File: config.mk
export PLATFORM = sky130hd
export DESIGN_NAME = uart_tx_controller
export DESIGN_NICKNAME = d
export VERILOG_FILES = /design/src/rtl/uart_tx_controller.sv
export SDC_FILE = /design/constraint.sdc
export NUM_CORES = 1
export LEC_CHECK = 0
export CAP_MARGIN = 20
export CORE_UTILIZATION = 50
export CTS_CLUSTER_SIZE = 30
export DETAILED_ROUTE_END_ITERATION = 16
export GPL_TIMING_DRIVEN = 0
export PLACE_DENSITY = 0.76
export REMOVE_ABC_BUFFERS = 1
export SLEW_MARGIN = 20
export SYNTH_ARGS = -nofsm -noshare
export SYNTH_HDL_FRONTEND = slang
export SYNTH_SLANG_ARGS = --single-unit
export TNS_END_PERCENT = 50
File: constraint.sdc
create_clock -name clk -period 2.4 [get_ports clk]
set_input_delay 0.72 -clock clk [delete_from_list [all_inputs] [get_ports clk]]
set_output_delay 0.72 -clock clk [all_outputs]
set_load 0.02 [all_outputs]
File: src/rtl/uart_tx_controller.sv
// UART transmit frame sequencer: start bit, LSB-first data, optional parity, stop bit(s).
// Runs at the baud tick rate, so every clk period is exactly one bit time on tx_out.
module uart_tx_controller #(
  parameter int unsigned DATA_WIDTH = 8,
  parameter int unsigned STOP_BITS  = 1
) (
  input  logic                  clk,
  input  logic                  reset_n,
  input  logic                  data_valid,
  input  logic [DATA_WIDTH-1:0] parallel_data,
  input  logic                  par_en,
  input  logic                  par_type,
  output logic                  ready,
  output logic                  busy,
  output logic                  tx_out,
  output logic                  frame_done
);

  // The counter is shared between data bits and stop bits; STOP_BITS <= 2 always fits.
  localparam int unsigned CntW = $clog2(DATA_WIDTH);

  typedef enum logic [2:0] {
    StIdle,
    StStart,
    StData,
    StParity,
    StStop
  } state_e;

  state_e                state_q, state_d;
  logic [CntW-1:0]       cnt_q, cnt_d;
  logic [DATA_WIDTH-1:0] shift_q, shift_d;
  logic                  par_en_q, par_en_d;
  logic                  par_bit_q, par_bit_d;
  logic                  tx_q, tx_d;
  logic                  busy_q, busy_d;
  logic                  done_q, done_d;

  logic last_data;
  logic last_stop;
  logic accept;

  // Handshake decode: ready is combinational so a waiting caller is taken in the last stop cycle.
  always_comb begin
    last_data = (cnt_q == CntW'(DATA_WIDTH - 1));
    last_stop = (state_q == StStop) && (cnt_q == CntW'(STOP_BITS - 1));
    ready     = (state_q == StIdle) || last_stop;
    accept    = data_valid && ready;
  end

  // Next-state, datapath and registered-output computation.
  always_comb begin
    state_d   = state_q;
    cnt_d     = cnt_q;
    shift_d   = shift_q;
    par_en_d  = par_en_q;
    par_bit_d = par_bit_q;
    tx_d      = 1'b1;

    unique case (state_q)
      StIdle: begin
        state_d = StIdle;
      end
      StStart: begin
        state_d = StData;
        cnt_d   = '0;
      end
      StData: begin
        shift_d = shift_q >> 1;
        cnt_d   = cnt_q + 1'b1;
        if (last_data) begin
          cnt_d   = '0;
          state_d = par_en_q ? StParity : StStop;
        end
      end
      StParity: begin
        state_d = StStop;
        cnt_d   = '0;
      end
      StStop: begin
        if (last_stop) begin
          state_d = StIdle;
        end else begin
          cnt_d = cnt_q + 1'b1;
        end
      end
      default: begin
        state_d = StIdle;
        cnt_d   = '0;
      end
    endcase

    // Acceptance overrides: from IDLE, or back-to-back from the final stop cycle.
    if (accept) begin
      state_d   = StStart;
      cnt_d     = '0;
      shift_d   = parallel_data;
      par_en_d  = par_en;
      // Odd parity is the complement of the even-parity XOR reduction.
      par_bit_d = (^parallel_data) ^ par_type;
    end

    // tx_out is registered, so it is computed for the state being entered.
    unique case (state_d)
      StStart:  tx_d = 1'b0;
      StData:   tx_d = shift_d[0];
      StParity: tx_d = par_bit_d;
      default:  tx_d = 1'b1;
    endcase

    busy_d = (state_d != StIdle);
    done_d = last_stop;
  end

  // State and output registers; reset aborts any frame and parks the line high.
  always_ff @(posedge clk or negedge reset_n) begin
    if (!reset_n) begin
      state_q   <= StIdle;
      cnt_q     <= '0;
      shift_q   <= '0;
      par_en_q  <= 1'b0;
      par_bit_q <= 1'b0;
      tx_q      <= 1'b1;
      busy_q    <= 1'b0;
      done_q    <= 1'b0;
    end else begin
      state_q   <= state_d;
      cnt_q     <= cnt_d;
      shift_q   <= shift_d;
      par_en_q  <= par_en_d;
      par_bit_q <= par_bit_d;
      tx_q      <= tx_d;
      busy_q    <= busy_d;
      done_q    <= done_d;
    end
  end

  assign tx_out     = tx_q;
  assign busy       = busy_q;
  assign frame_done = done_q;

endmodule

Word-level counts from Yosys, hierarchy flattened
Cells that the tools add are included.
- register bits: 19
- input port bits: 13
- word-level logic and storage cells: 43
- $add $sub $neg: 1
- equal/unequal tests: 10
- muxes and demuxes: 13
- bitwise gates (word level): 1
- reduce and logical (&&, ||, !) cells: 9
- operators with widths (cell ; count):
    two-way mux 3 bit ; 7
    two-way mux 8 bit ; 2
    equality test 3 x 2 -> 1 bit, second input constant ; 4
    case mux 3 bit (4 select lines) ; 1
    case mux 3 bit (3 select lines) ; 1
    parity 8 bit ; 1
    equality test 3 x 1 -> 1 bit, second input constant ; 2
    equality test 3 bit, second input constant ; 2
    zero test 3 bit ; 2
    adder 3 x 1 -> 3 bit, second input constant ; 1
    != test 3 bit, second input constant ; 1
    case mux 1 bit (3 select lines) ; 1
    nonzero test 3 bit ; 1
    logical AND 1 bit ; 2
    != test 2 bit, second input constant ; 1
    AND reduction 2 bit ; 1
    nonzero test 2 bit ; 1
    logical OR 1 bit ; 1
    two-way mux 1 bit ; 1
    XOR 1 bit ; 1

Depth between registers and ports, before layout
Gate-level depths: netlist (run 1).
- word-level depth: 7
- mapped depth: 7
- mapped depth without buffers: 6

Least setup slack after synthesis (run 1)
OpenSTA, ideal clock, no wires.
- path kind: reg2out
- start: reg cnt_q[0]
- end: out ready
- arrival: 1126 ps
- slack: 554 ps
- stages on the path, launching flop included: 5
- buffers on the path: 0
- path through: dfrtp_1 > inv_1 > ha_1 > nand2b_1 > a21oi_1
- cells in the longest elaborated chain, start to end: 3
- RTL lines (item ; line ; text):
    start: declaration ; 31 ; logic [CntW-1:0] cnt_q, cnt_d;
    start signal: assignment ; 128 ; cnt_q <= cnt_d;
    zero test 3 bit ; 46 ; last_stop = (state_q == StStop) && (cnt_q == CntW'(STOP_BITS - 1));
    logical AND 1 bit ; 46 ;
    logical OR 1 bit ; 47 ; ready = (state_q == StIdle) || last_stop;
    end: declaration ; 13 ; output logic ready,
Every way passes these cells.

Worst setup path in the final report (run 1)
Same ends and word-level chain as after synthesis.

==> flow_summary.html, run 1 <==
<table>
<tr><th>Metric</th><th>Value</th></tr>
<tr><th colspan="2">STA</th></tr>
<tr><td>Number of setup violations in the final report</td><td>0</td></tr>
<tr><td>Worst hold slack</td><td>0.492 ns</td></tr>
<tr><td>Worst Skew</td><td>0.00479 ns</td></tr>
<tr><td>Normalized max-slew margin</td><td>0.436</td></tr>
<tr><td>Final slew viol count</td><td>0</td></tr>
<tr><td>Number of failing hold endpoints at the final stage</td><td>0</td></tr>
<tr><td>RSZ-0062 raised after global routing</td><td>false</td></tr>
<tr><td>Setup tns final</td><td>0 ns</td></tr>
<tr><td>Final clock period utilization by the worst path</td><td>0.915</td></tr>
<tr><td>Worst Max-Slew Pin Slew</td><td>0.844 ns</td></tr>
<tr><td>Final worst path period need</td><td>2.19 ns</td></tr>
<tr><td>Achievable frequency</td><td>456 MHz</td></tr>
<tr><th colspan="2">Detailed routing</th></tr>
<tr><td>Total iterations of the first detailed-routing run</td><td>4</td></tr>
<tr><td>Violation count after the first detailed-route iteration</td><td>13</td></tr>
<tr><td>Routed WL per cell</td><td>13.2 um</td></tr>
<tr><td>Via Count</td><td>703</td></tr>
<tr><td>Count of unresolved DRC violations after routing</td><td>0</td></tr>
<tr><td>Count of antenna-violating nets left after detailed routing</td><td>0</td></tr>
<tr><td>Final routed wirelength across all metal layers</td><td>1700 um</td></tr>
<tr><td>DR vias/cell</td><td>5.45</td></tr>
<tr><th colspan="2">Global routing</th></tr>
<tr><td>Global Route Usage Sum</td><td>0.191</td></tr>
<tr><td>Global-route wire length before repair</td><td>2910 um</td></tr>
<tr><td>Total congestion overflow after global routing</td><td>0</td></tr>
<tr><td>Antenna violations before repair</td><td>0</td></tr>
<tr><td>Vias in the first global route</td><td>680</td></tr>
<tr><td>Largest net degree at the start of global routing</td><td>20</td></tr>
<tr><th colspan="2">Synthesis</th></tr>
<tr><td>Mapped cell area</td><td>991 um2</td></tr>
<tr><td>Average footprint of a synthesized cell</td><td>11.4 um2</td></tr>
<tr><td>Seq cells post-synth</td><td>19</td></tr>
<tr><td>Distinct cells, synth</td><td>31</td></tr>
<tr><td>Synth area leaders</td><td>dfrtp_1, a22o_1, a21o_1, xnor2_1, ha_1</td></tr>
<tr><td>Synthesized netlist cell count</td><td>87</td></tr>
<tr><td>Top cell type's share of synthesized area</td><td>0.455</td></tr>
<tr><td>Cell taking the most area after synthesis</td><td>dfrtp_1</td></tr>
<tr><td>Count of warnings emitted by yosys</td><td>0</td></tr>
<tr><td>Portion of the post-synthesis area used by sequential elements</td><td>0.481</td></tr>
<tr><th colspan="2">Critical path</th></tr>
<tr><td>Max stage delay on crit path</td><td>0.40 ns</td></tr>
<tr><td>Critical path data arrival time</td><td>1.47 ns</td></tr>
<tr><td>Largest fanout on the critical path</td><td>5</td></tr>
<tr><td>Crit path required time</td><td>1.68 ns</td></tr>
<tr><td>Critical-path top delay cell</td><td>dfrtp_1</td></tr>
<tr><td>Worst Setup Path Type</td><td>flop to output port</td></tr>
<tr><td>Crit path capture type</td><td>output port</td></tr>
<tr><td>Worst Setup Start Kind</td><td>flop</td></tr>
<tr><td>Crit path cell chain</td><td>inv_1 &gt; ha_1 &gt; nand2b_1 &gt; a21oi_1 &gt; clkbuf_2</td></tr>
<tr><td>R2r worst-path depth</td><td>6</td></tr>
<tr><th colspan="2">CTS</th></tr>
<tr><td>TritonCTS clock tree</td><td>yes</td></tr>
<tr><td>Num CTS Buffers</td><td>3</td></tr>
<tr><td>CTS Root Cell</td><td>clkbuf_4</td></tr>
<tr><td>Clock input transition at the sequential cells of the worst setup and hold paths</td><td>0.11 ns</td></tr>
<tr><td>Clk buf depth</td><td>2</td></tr>
<tr><td>Number of levels in the clock H-tree</td><td>1</td></tr>
<tr><td>Latest clock arrival within the worst-skew pair</td><td>0.29 ns</td></tr>
<tr><td>Total number of clock tree sinks</td><td>19</td></tr>
<tr><th colspan="2">Die</th></tr>
<tr><td>Chip height</td><td>46.5 um</td></tr>
<tr><td>Total core area</td><td>1780 um2</td></tr>
<tr><td>Overall die width</td><td>46.5 um</td></tr>
<tr><td>Number of top-level pins</td><td>17</td></tr>
<tr><td>Initial cell density of the core</td><td>0.556</td></tr>
<tr><td>Area enclosed by the die boundary</td><td>2160 um2</td></tr>
<tr><td>Cell Rows</td><td>15</td></tr>
<tr><th colspan="2">Cells and area</th></tr>
<tr><td>Number of antenna diodes</td><td>0</td></tr>
<tr><td>Share of post-route cells with drive strength above 1</td><td>0.115</td></tr>
<tr><td>Area taken by flip-flops and latches</td><td>477 um2</td></tr>
<tr><td>Nets@finish</td><td>121</td></tr>
<tr><td>Layout-stage area growth over the synthesis result</td><td>19.3%</td></tr>
<tr><td>Footprint of the multi-input gates</td><td>474 um2</td></tr>
<tr><td>Final cell area excluding filler cells</td><td>1180 um2</td></tr>
<tr><td>Fillers</td><td>138</td></tr>
<tr><td>Share of the core filled with cells</td><td>0.663</td></tr>
<tr><th colspan="2">Place</th></tr>
<tr><td>IO buf count</td><td>16</td></tr>
<tr><td>Routability cong.</td><td>0.749</td></tr>
<tr><td>Post-place instance area</td><td>1160 um2</td></tr>
<tr><td>Final HPWL DP</td><td>1240 um</td></tr>
<tr><th colspan="2">Worst hold path</th></tr>
<tr><td>Hold-critical path depth</td><td>1</td></tr>
<tr><td>Min-Delay Path Class</td><td>flop to flop</td></tr>
<tr><th colspan="2">Power and ir drop</th></tr>
<tr><td>Leak pwr</td><td>0.543 nW</td></tr>
<tr><td>Highest ir drop seen on vdd</td><td>0.614 mV</td></tr>
<tr><td>Cell area power density</td><td>1140 nW/um2</td></tr>
<tr><th colspan="2">Run status</th></tr>
<tr><td>Result of the run</td><td>completed</td></tr>
<tr><th colspan="2">Run</th></tr>
<tr><td>Total of max-cap violations</td><td>0</td></tr>
</table>
[synthesized netlist by cell type]
cell,n
and2_1,1
o21ai_0,5
xor2_1,1
dfrtp_1,18
nor3b_2,1
nand3b_1,1
nor3_1,1
xnor2_1,5
nand2_1,4
buf_6,1
a31o_2,1
o21bai_1,1
a22o_1,7
mux2i_1,1
a32o_1,1
mux2_2,3
nand2b_1,4
a211oi_4,1
a21o_1,6
inv_1,5
xnor3_1,1
dfstp_2,1
nor2_1,3
buf_2,2
or2_4,1
nor2b_1,1
a221oi_1,1
ha_1,3
a21oi_1,4
nand3_1,1
a2bb2oi_1,1
[power breakdown]
group          leakage (nW)  internal [W]  switching [W]  total, W
clock network        0.0150     0.0000645      0.0000960  0.000161
logic                 0.291      0.000305       0.000313  0.000618
registers             0.237      0.000465       0.000102  0.000567
total                 0.543      0.000835       0.000511   0.00135
[repair_timing]
item | in CTS | in global routing
endpoints found under the setup margin | 1 | 1
gates resized for setup | 1 | 2
hold buffers | 0 | 0
setup buffers | 0 | 0
cloned | 0 | 0
[routing by layer]
layer / part of all wire / track usage / wire length, um / up-vias
li1: - / - / - / 341
met1: 0.49 / 0.261 / 828 / 346
met2: 0.48 / 0.303 / 825 / 14
met3: 0.022 / 0.0353 / 37 / 2
met4: 0.0070 / 0.0647 / 12 / 0
met5: 0 / 0 / 0 / -
[critical path: cells and delay by family, from the launching register on]
kind,cells,cell delay (ns)
DFF,1,0.40
buffers and inverters,2,0.28
AOI/OAI and AO/OA,1,0.22
and+or+nand+nor,1,0.15
adders and majority gates,1,0.14
[path summary, 6_finish.rpt]
path / start / endpoint / slack, ns
worst min-delay path: shift_q[5] / shift_q[5] / 0.49
worst min register to register: shift_q[5] / shift_q[5] / 0.49
worst max-delay path: cnt_q[0] / ready / 0.21
max in group asynchronous: reset_n / cnt_q[1] / 0.98
worst max register to register: cnt_q[0] / shift_q[2] / 0.41
min in group asynchronous: reset_n / par_bit_q / 0.90
[registers in the layout (all words and copies together), names as in the netlist]
register / count
tx_out: 1
par_bit_q: 1
state_q: 3
frame_done: 1
shift_q: 8
busy: 1
par_en_q: 1
cnt_q: 3
[logic make-up after synthesis]
logic type,Yosys count,share of synthesized area
AO/OA/AOI/OAI,28,0.217
multiplexers,4,0.0442
adder cells (fa/ha/maj),3,0.0379
AND/OR/NAND/NOR,18,0.104
flip-flops,19,0.481
XOR/XNOR,7,0.0758
buffers and inverters,8,0.0404
[layout by cell type (no fill, tap or decap), types with 3 or more instances in the layout]
master | netlist | final
dfrtp_1 | 18 | 18
clkdlybuf4s50_1 | 0 | 15
a22o_1 | 7 | 7
a21o_1 | 6 | 6
inv_1 | 5 | 5
o21ai_0 | 5 | 5
xnor2_1 | 5 | 5
nand2b_1 | 4 | 4
a21oi_1 | 4 | 4
nand2_1 | 4 | 4
nor2_1 | 3 | 3
mux2_2 | 3 | 3
ha_1 | 3 | 3
clkbuf_4 | 0 | 3
[stage by stage]
stage	power [W]	setup slack, ns	cells
floorplan	0.00102	0.554	84
global placement	0.00118	0.0396	125
detailed placement	0.00120	0.0326	125
CTS	0.00135	0.0421	129
global route	0.00146	0.0734	129
finish	0.00135	0.205	129
[final cells by class]
cell class                 instances  share of cell area
timing repair buffer              16               0.131
sequential                        19               0.403
tap                               25              0.0265
clock buffer                       4              0.0222
multi-input combinational         60               0.401
inverter                           5              0.0159
(Power assumes the default switching activity.)
==> run 2: changes to the inputs <==
--- a/config.mk
+++ b/config.mk
@@ -6,11 +6,12 @@
 export NUM_CORES = 1
 export LEC_CHECK = 0
 export CAP_MARGIN = 20
-export CORE_UTILIZATION = 50
+export CORE_UTILIZATION = 51
 export CTS_CLUSTER_SIZE = 30
 export DETAILED_ROUTE_END_ITERATION = 16
+export GPL_ROUTABILITY_DRIVEN = 0
 export GPL_TIMING_DRIVEN = 0
-export PLACE_DENSITY = 0.76
+export PLACE_DENSITY = 0.77
 export REMOVE_ABC_BUFFERS = 1
 export SLEW_MARGIN = 20
 export SYNTH_ARGS = -nofsm -noshare
==> run 2 against run 1 <==
  * Via count fell by 0.71%
  * Worst hold slack worse by 0.0070 ns
  * Clock power hardly changed
  * First-iteration DRC count shrank 62%
  * Maximum frequency fell by 1.8%
  * Critical path type unchanged
  * Critical endpoint unchanged
==> flow_summary.html, run 2 (synthesis results as in run 1) <==
<table>
<tr><th>Metric</th><th>Value</th></tr>
<tr><th colspan="2">Detailed routing</th></tr>
<tr><td>Via Count</td><td>698 (-0.71%)</td></tr>
<tr><td>Final routed wirelength across all metal layers</td><td>1730 um (+1.3%)</td></tr>
<tr><td>Count of antenna-violating nets left after detailed routing</td><td>0 (unchanged)</td></tr>
<tr><td>Total iterations of the first detailed-routing run</td><td>4 (unchanged)</td></tr>
<tr><td>DR vias/cell</td><td>5.41 (-0.71%)</td></tr>
<tr><td>Routed WL per cell</td><td>13.4 um (+1.3%)</td></tr>
<tr><td>Count of unresolved DRC violations after routing</td><td>0 (unchanged)</td></tr>
<tr><td>Violation count after the first detailed-route iteration</td><td>5 (-8)</td></tr>
<tr><th colspan="2">Critical path</th></tr>
<tr><td>Worst Setup Path Type</td><td>flop to output port</td></tr>
<tr><td>R2r worst-path depth</td><td>6 (unchanged)</td></tr>
<tr><td>Endpoint of the worst setup timing path</td><td>ready</td></tr>
<tr><td>Worst reg2reg path startpoint</td><td>cnt_q[0]</td></tr>
<tr><td>Crit path capture type</td><td>output port</td></tr>
<tr><td>Worst Setup Start Kind</td><td>flop</td></tr>
<tr><td>Crit path required time</td><td>1.68 ns (about the same)</td></tr>
<tr><td>Crit path cell chain</td><td>inv_1 &gt; ha_1 &gt; nand2b_1 &gt; a21oi_1 &gt; clkbuf_2</td></tr>
<tr><td>Max stage delay on crit path</td><td>0.40 ns (about the same)</td></tr>
<tr><td>Critical path data arrival time</td><td>1.52 ns (+0.05 ns)</td></tr>
<tr><td>First element of the critical path</td><td>cnt_q[0]</td></tr>
<tr><td>Critical-path top delay cell</td><td>dfrtp_1</td></tr>
<tr><td>Largest fanout on the critical path</td><td>5 (unchanged)</td></tr>
<tr><td>Worst R2R Setup Slack</td><td>0.36 ns (-0.05 ns)</td></tr>
<tr><td>Destination of the worst register-to-register timing path</td><td>shift_q[1]</td></tr>
<tr><th colspan="2">Place</th></tr>
<tr><td>DP Worst Slack</td><td>0.00607 ns (-0.0266 ns)</td></tr>
<tr><td>Final HPWL DP</td><td>1270 um (+1.9%)</td></tr>
<tr><td>IO buf count</td><td>16 (unchanged)</td></tr>
<tr><td>Post-place instance area</td><td>1160 um2 (unchanged)</td></tr>
<tr><th colspan="2">Global routing</th></tr>
<tr><td>Vias in the first global route</td><td>664 (-2.4%)</td></tr>
<tr><td>Global Route Usage Sum</td><td>0.195 (+0.00305)</td></tr>
<tr><td>Largest net degree at the start of global routing</td><td>20 (unchanged)</td></tr>
<tr><td>Antenna violations before repair</td><td>0 (unchanged)</td></tr>
<tr><td>Total congestion overflow after global routing</td><td>0 (unchanged)</td></tr>
<tr><td>Global-route wire length before repair</td><td>2810 um (-3.5%)</td></tr>
<tr><th colspan="2">Die</th></tr>
<tr><td>Chip height</td><td>46.1 um (-0.95%)</td></tr>
<tr><td>Initial cell density of the core</td><td>0.556 (unchanged)</td></tr>
<tr><td>Total core area</td><td>1780 um2 (unchanged)</td></tr>
<tr><td>Overall die width</td><td>46.1 um (-0.95%)</td></tr>
<tr><td>Cell Rows</td><td>15 (unchanged)</td></tr>
<tr><td>Area enclosed by the die boundary</td><td>2120 um2 (-1.9%)</td></tr>
<tr><td>Number of top-level pins</td><td>17 (unchanged)</td></tr>
<tr><th colspan="2">Cells and area</th></tr>
<tr><td>Share of post-route cells with drive strength above 1</td><td>0.115 (unchanged)</td></tr>
<tr><td>Number of antenna diodes</td><td>0 (unchanged)</td></tr>
<tr><td>Layout-stage area growth over the synthesis result</td><td>19.3% (unchanged)</td></tr>
<tr><td>Largest reg by FF count</td><td>shift_q</td></tr>
<tr><td>Commonest cells after routing, fill and taps aside</td><td>dfrtp_1, clkdlybuf4s50_1, a22o_1</td></tr>
<tr><td>Nets@finish</td><td>121 (unchanged)</td></tr>
<tr><td>Most frequent standard cell in the layout excluding fill and tap cells</td><td>dfrtp_1</td></tr>
<tr><td>Max FFs per register</td><td>8 (unchanged)</td></tr>
<tr><td>Final cell area excluding filler cells</td><td>1180 um2 (unchanged)</td></tr>
<tr><td>Registers with the most flip-flops</td><td>shift_q: 8 flops, cnt_q: 3 flops, state_q: 3 flops</td></tr>
<tr><th colspan="2">CTS</th></tr>
<tr><td>Latest clock arrival within the worst-skew pair</td><td>0.30 ns (about the same)</td></tr>
<tr><td>Clock input transition at the sequential cells of the worst setup and hold paths</td><td>0.10 ns (about the same)</td></tr>
<tr><td>Num CTS Buffers</td><td>3 (unchanged)</td></tr>
<tr><td>Number of buffers added for setup after CTS</td><td>0 (unchanged)</td></tr>
<tr><td>Clk buf depth</td><td>2 (unchanged)</td></tr>
<tr><td>Number of levels in the clock H-tree</td><td>1 (unchanged)</td></tr>
<tr><td>Post-cts repair resize count</td><td>2 (+1)</td></tr>
<tr><td>TritonCTS clock tree</td><td>yes</td></tr>
<tr><td>CTS Root Cell</td><td>clkbuf_4</td></tr>
<tr><td>Hold-fix buffers at CTS</td><td>0 (unchanged)</td></tr>
<tr><td>Total number of clock tree sinks</td><td>19 (unchanged)</td></tr>
<tr><th colspan="2">STA</th></tr>
<tr><td>Normalized max-slew margin</td><td>0.445 (+0.00927)</td></tr>
<tr><td>Number of setup violations in the final report</td><td>0 (unchanged)</td></tr>
<tr><td>Final clock period utilization by the worst path</td><td>0.931 (+0.0170)</td></tr>
<tr><td>Fin worst setup slack</td><td>0.164 ns (-0.0407 ns)</td></tr>
<tr><td>RSZ-0062 raised after global routing</td><td>false</td></tr>
<tr><td>Worst Max-Slew Pin Slew</td><td>0.830 ns (-0.0139 ns)</td></tr>
<tr><td>Setup tns final</td><td>0 ns (unchanged)</td></tr>
<tr><td>Final slew viol count</td><td>0 (unchanged)</td></tr>
<tr><td>Achievable frequency</td><td>447 MHz (-1.8%)</td></tr>
<tr><td>Worst Skew</td><td>0.00142 ns (-0.00337 ns)</td></tr>
<tr><td>Number of failing hold endpoints at the final stage</td><td>0 (unchanged)</td></tr>
<tr><td>Final worst path period need</td><td>2.24 ns (+0.0407 ns)</td></tr>
<tr><th colspan="2">Run</th></tr>
<tr><td>Total of max-cap violations</td><td>0 (unchanged)</td></tr>
<tr><th colspan="2">Power and ir drop</th></tr>
<tr><td>Total power after layout</td><td>0.00135 W (about the same)</td></tr>
<tr><td>Highest ir drop seen on vdd</td><td>0.596 mV (-2.8%)</td></tr>
<tr><td>Cell area power density</td><td>1140 nW/um2 (about the same)</td></tr>
<tr><td>Leak pwr</td><td>0.543 nW (unchanged)</td></tr>
<tr><th colspan="2">Run status</th></tr>
<tr><td>Result of the run</td><td>completed</td></tr>
<tr><th colspan="2">Worst hold path</th></tr>
<tr><td>Min-Delay Path Class</td><td>flop to flop</td></tr>
</table>
[run 2: per-layer routing]
layer  up-vias  GRT usage  part of all wire
met5         -          0                 0
met1       335      0.234              0.48
met2        11      0.318              0.48
met4         0     0.0882             0.014
li1        348          -                 -
met3         4     0.0588             0.026
[run 2: final cells by class]
class	count	area [um2]
inverters	5	18.8
clock buffers	4	26.3
flip-flops and latches	19	477
multi-input cells	60	474
repair buffers	16	155
fillers	161	601
well taps	25	31.3
[run 2: worst min-delay path by stage]
| stage | from | end | slack (ns) | cells past startpoint |
|---|---|---|---|---|
| floorplan | reset_n | busy | 0.42 | 0 |
| global placement | shift_q[3] | shift_q[3] | 0.46 | 1 |
| detailed placement | shift_q[6] | shift_q[6] | 0.47 | 1 |
| CTS | shift_q[6] | shift_q[6] | 0.49 | 1 |
| global route | shift_q[6] | shift_q[6] | 0.51 | 1 |
| finish | shift_q[6] | shift_q[6] | 0.48 | 1 |
[run 2: report_power, final]
group | leakage (nW) | switching, W | internal (W)
logic | 0.291 | 0.000316 | 0.000306
clock network | 0.0150 | 0.0000962 | 0.0000648
registers | 0.237 | 0.0000989 | 0.000466
[run 2: through the flow]
step / hold slack (ns) / utilization / instances
after floorplan: 0.424 / - / 84
after global placement: 0.460 / 0.651 / 125
after detailed placement: 0.468 / 0.651 / 125
after CTS: 0.493 / 0.666 / 129
after global routing: 0.508 / 0.663 / 129
final: 0.485 / 0.663 / 129
[run 2: critical path, delay by kind of cell (launching register included)]
family,cells,cell delay (ns)
buf+inv,2,0.28
flops,1,0.40
simple gates,1,0.15
fa+ha+maj,1,0.15
compound gates,1,0.24
==> run 3: changes to the inputs <==
--- a/config.mk
+++ b/config.mk
@@ -6,12 +6,14 @@
 export NUM_CORES = 1
 export LEC_CHECK = 0
 export CAP_MARGIN = 20
-export CORE_UTILIZATION = 51
+export CELL_PAD_IN_SITES_DETAIL_PLACEMENT = 2
+export CELL_PAD_IN_SITES_GLOBAL_PLACEMENT = 2
+export CORE_UTILIZATION = 36
 export CTS_CLUSTER_SIZE = 30
 export DETAILED_ROUTE_END_ITERATION = 16
 export GPL_ROUTABILITY_DRIVEN = 0
 export GPL_TIMING_DRIVEN = 0
-export PLACE_DENSITY = 0.77
+export PLACE_DENSITY_LB_ADDON = 0.1
 export REMOVE_ABC_BUFFERS = 1
 export SLEW_MARGIN = 20
 export SYNTH_ARGS = -nofsm -noshare
==> constraint.sdc (replaced) <==
create_clock -name clk -period 2.6 [get_ports clk]
set_input_delay 0.78 -clock clk [delete_from_list [all_inputs] [get_ports clk]]
set_output_delay 0.78 -clock clk [all_outputs]
set_load 0.02 [all_outputs]
==> run 3 against run 2 <==
  * Clock-buffer cell count did not move
  * Flip-flop and latch count did not move
  * Setup slack got worse by 0.058 ns
  * Final area grew 0.85%
  * Combinational power fell by 4.8%
  * Die area grew 40%
  * Clock skew rose by 0.0047 ns
  * Power down 5.5%
  * Via count grew 3.3%
  * Clock power decreased by 4%
==> flow_summary.html, run 3 (synthesis results as in run 1) <==
<table>
<tr><th>Metric</th><th>Value</th></tr>
<tr><th colspan="2">CTS</th></tr>
<tr><td>Number of buffers added for setup after CTS</td><td>0 (unchanged)</td></tr>
<tr><td>Latest clock arrival within the worst-skew pair</td><td>0.30 ns (about the same)</td></tr>
<tr><td>Clock input transition at the sequential cells of the worst setup and hold paths</td><td>0.11 ns (about the same)</td></tr>
<tr><td>Hold-fix buffers at CTS</td><td>0 (unchanged)</td></tr>
<tr><td>Number of levels in the clock H-tree</td><td>1 (unchanged)</td></tr>
<tr><td>TritonCTS clock tree</td><td>yes</td></tr>
<tr><td>Num CTS Buffers</td><td>3 (unchanged)</td></tr>
<tr><td>CTS Root Cell</td><td>clkbuf_4</td></tr>
<tr><td>Clk buf depth</td><td>2 (unchanged)</td></tr>
<tr><td>Total number of clock tree sinks</td><td>19 (unchanged)</td></tr>
<tr><th colspan="2">Critical path</th></tr>
<tr><td>Largest delay share family, worst path</td><td>buffers and inverters</td></tr>
<tr><td>First element of the critical path</td><td>cnt_q[0]</td></tr>
<tr><td>Endpoint of the worst setup timing path</td><td>ready</td></tr>
<tr><td>Worst R2R Setup Slack</td><td>0.53 ns (+0.17 ns)</td></tr>
<tr><td>Largest fanout on the critical path</td><td>5 (unchanged)</td></tr>
<tr><td>Destination of the worst register-to-register timing path</td><td>shift_q[2]</td></tr>
<tr><td>Max stage delay on crit path</td><td>0.40 ns (about the same)</td></tr>
<tr><td>Worst Setup Start Kind</td><td>flop</td></tr>
<tr><td>Worst Setup Path Type</td><td>flop to output port</td></tr>
<tr><td>R2r worst-path depth</td><td>6 (unchanged)</td></tr>
<tr><td>Critical path data arrival time</td><td>1.71 ns (+0.19 ns)</td></tr>
<tr><td>Worst reg2reg path startpoint</td><td>cnt_q[0]</td></tr>
<tr><td>Crit path required time</td><td>1.82 ns (+0.14 ns)</td></tr>
<tr><td>Critical-path top delay cell</td><td>dfrtp_1</td></tr>
<tr><td>Crit path capture type</td><td>output port</td></tr>
<tr><td>Crit path cell chain</td><td>inv_1 &gt; ha_1 &gt; nand2b_1 &gt; a21oi_1 &gt; dlygate4sd2_1</td></tr>
<tr><td>Critical path buffer and inverter count</td><td>2 (unchanged)</td></tr>
<tr><td>Number of stages on the worst setup path</td><td>5 (unchanged)</td></tr>
<tr><th colspan="2">Detailed routing</th></tr>
<tr><td>Total iterations of the first detailed-routing run</td><td>4 (unchanged)</td></tr>
<tr><td>Routed WL per cell</td><td>15.7 um (+18%)</td></tr>
<tr><td>Violation count after the first detailed-route iteration</td><td>8 (+3)</td></tr>
<tr><td>Via Count</td><td>721 (+3.3%)</td></tr>
<tr><td>Count of antenna-violating nets left after detailed routing</td><td>0 (unchanged)</td></tr>
<tr><td>DR vias/cell</td><td>5.38 (-0.56%)</td></tr>
<tr><td>Count of unresolved DRC violations after routing</td><td>0 (unchanged)</td></tr>
<tr><td>Final routed wirelength across all metal layers</td><td>2110 um (+22%)</td></tr>
<tr><th colspan="2">Place</th></tr>
<tr><td>Post-place instance area</td><td>1170 um2 (+0.54%)</td></tr>
<tr><td>Final HPWL DP</td><td>1580 um (+24%)</td></tr>
<tr><td>DP Worst Slack</td><td>0.0952 ns (+0.0891 ns)</td></tr>
<tr><td>IO buf count</td><td>16 (unchanged)</td></tr>
<tr><td>Placed Instances</td><td>130 (+4.0%)</td></tr>
<tr><th colspan="2">Die</th></tr>
<tr><td>Number of top-level pins</td><td>17 (unchanged)</td></tr>
<tr><td>Chip height</td><td>54.5 um (+18%)</td></tr>
<tr><td>Area enclosed by the die boundary</td><td>2970 um2 (+40%)</td></tr>
<tr><td>Initial cell density of the core</td><td>0.389 (-0.166)</td></tr>
<tr><td>Cell Rows</td><td>18 (+3)</td></tr>
<tr><td>Total core area</td><td>2540 um2 (+43%)</td></tr>
<tr><td>Overall die width</td><td>54.5 um (+18%)</td></tr>
<tr><th colspan="2">Cells and area</th></tr>
<tr><td>Commonest cells after routing, fill and taps aside</td><td>dfrtp_1, clkdlybuf4s50_1, a22o_1</td></tr>
<tr><td>Filler-free cell count of the finished design</td><td>134 (+3.9%)</td></tr>
<tr><td>Number of antenna diodes</td><td>0 (unchanged)</td></tr>
<tr><td>Largest reg by FF count</td><td>shift_q</td></tr>
<tr><td>Final cell area excluding filler cells</td><td>1190 um2 (+0.85%)</td></tr>
<tr><td>Nets@finish</td><td>121 (unchanged)</td></tr>
<tr><td>Share of post-route cells with drive strength above 1</td><td>0.106 (-0.00962)</td></tr>
<tr><td>Registers with the most flip-flops</td><td>shift_q: 8 flops, cnt_q: 3 flops, state_q: 3 flops</td></tr>
<tr><td>Max FFs per register</td><td>8 (unchanged)</td></tr>
<tr><td>Layout-stage area growth over the synthesis result</td><td>20.3%</td></tr>
<tr><td>Most frequent standard cell in the layout excluding fill and tap cells</td><td>dfrtp_1</td></tr>
<tr><th colspan="2">Global routing</th></tr>
<tr><td>Total congestion overflow after global routing</td><td>0 (unchanged)</td></tr>
<tr><td>Vias in the first global route</td><td>713 (+7.4%)</td></tr>
<tr><td>Antenna violations before repair</td><td>0 (unchanged)</td></tr>
<tr><td>Largest net degree at the start of global routing</td><td>20 (unchanged)</td></tr>
<tr><td>Global Route Usage Sum</td><td>0.171 (-0.0234)</td></tr>
<tr><td>Global-route wire length before repair</td><td>3410 um (+21%)</td></tr>
<tr><th colspan="2">Power and ir drop</th></tr>
<tr><td>Highest ir drop seen on vdd</td><td>0.466 mV (-22%)</td></tr>
<tr><td>Cell area power density</td><td>1070 nW/um2 (-6.3%)</td></tr>
<tr><td>Leak pwr</td><td>0.544 nW (+0.22%)</td></tr>
<tr><th colspan="2">STA</th></tr>
<tr><td>Setup tns final</td><td>0 ns (unchanged)</td></tr>
<tr><td>Worst hold slack</td><td>0.494 ns (+0.00894 ns)</td></tr>
<tr><td>Normalized max-slew margin</td><td>0.421 (-0.0245)</td></tr>
<tr><td>Worst Max-Slew Pin Slew</td><td>0.866 ns (+0.0366 ns)</td></tr>
<tr><td>Worst Skew</td><td>0.00611 ns (+0.00468 ns)</td></tr>
<tr><td>Final worst path period need</td><td>2.49 ns</td></tr>
<tr><td>Final slew viol count</td><td>0 (unchanged)</td></tr>
<tr><td>Number of failing hold endpoints at the final stage</td><td>0 (unchanged)</td></tr>
<tr><td>Final clock period utilization by the worst path</td><td>0.959</td></tr>
<tr><td>RSZ-0062 raised after global routing</td><td>false</td></tr>
<tr><td>Fin worst setup slack</td><td>0.106 ns (-0.0581 ns)</td></tr>
<tr><td>Achievable frequency</td><td>401 MHz</td></tr>
<tr><td>Number of setup violations in the final report</td><td>0 (unchanged)</td></tr>
<tr><th colspan="2">Run</th></tr>
<tr><td>Total of max-cap violations</td><td>0 (unchanged)</td></tr>
<tr><th colspan="2">Run status</th></tr>
<tr><td>Result of the run</td><td>completed</td></tr>
<tr><th colspan="2">Worst hold path</th></tr>
<tr><td>Hold-critical path depth</td><td>1 (unchanged)</td></tr>
<tr><td>Min-Delay Path Class</td><td>flop to flop</td></tr>
</table>
==> run 3: cell types whose count changed in the layout (fill, tap and decap cells not counted) <==
cell / before / now
clkbuf_2: 1 / 0
dlygate4sd2_1: 0 / 1
==> run 3: power breakdown <==
| part | total (W) | switching, W | internal, W |
|---|---|---|---|
| Clock | 0.000154 | 0.0000939 | 0.0000597 |
| Sequential | 0.000528 | 0.0000986 | 0.000430 |
| Combinational | 0.000592 | 0.000306 | 0.000286 |
==> run 3: how the worst min path moves through the flow <==
stage / to / from / slack (ns)
4_1_cts: shift_q[5] / shift_q[5] / 0.50
2_1_floorplan: shift_q[2] / shift_q[2] / 0.45
3_3_place_gp: shift_q[3] / shift_q[3] / 0.46
6_report: shift_q[5] / shift_q[5] / 0.49
3_5_place_dp: shift_q[5] / shift_q[5] / 0.47
5_1_grt: shift_q[6] / shift_q[6] / 0.51
==> run 3: per-stage QoR <==
step	utilization	total power, W
after global routing	0.469	0.00137
final	0.469	0.00127
after CTS	0.469	0.00129
after global placement	0.459	0.00111
after floorplan	-	0.000939
after detailed placement	0.459	0.00114
==> run 3: area by class of cell <==
type | count | area (um2)
Inverter | 5 | 18.8
Clock buffer | 4 | 26.3
Sequential cell | 19 | 477
Multi-Input combinational cell | 60 | 474
Fill cell | 276 | 1350
Timing Repair Buffer | 16 | 159
Tap cell | 30 | 37.5
==> run 3: timing repair <==
action | in CTS | in global routing
setup endpoints to repair | 1 | 0
gates resized for setup | 1 | 0
hold endpoints to repair | 0 | 0
==> run 3: metal layers <==
| metal | GRT usage | part of all wire | vias to the layer above |
|---|---|---|---|
| li1 | - | - | 345 |
| met1 | 0.242 | 0.50 | 360 |
| met2 | 0.256 | 0.46 | 14 |
| met3 | 0.0250 | 0.030 | 2 |
| met4 | 0.0769 | 0.0090 | 0 |
| met5 | 0 | 0 | - |
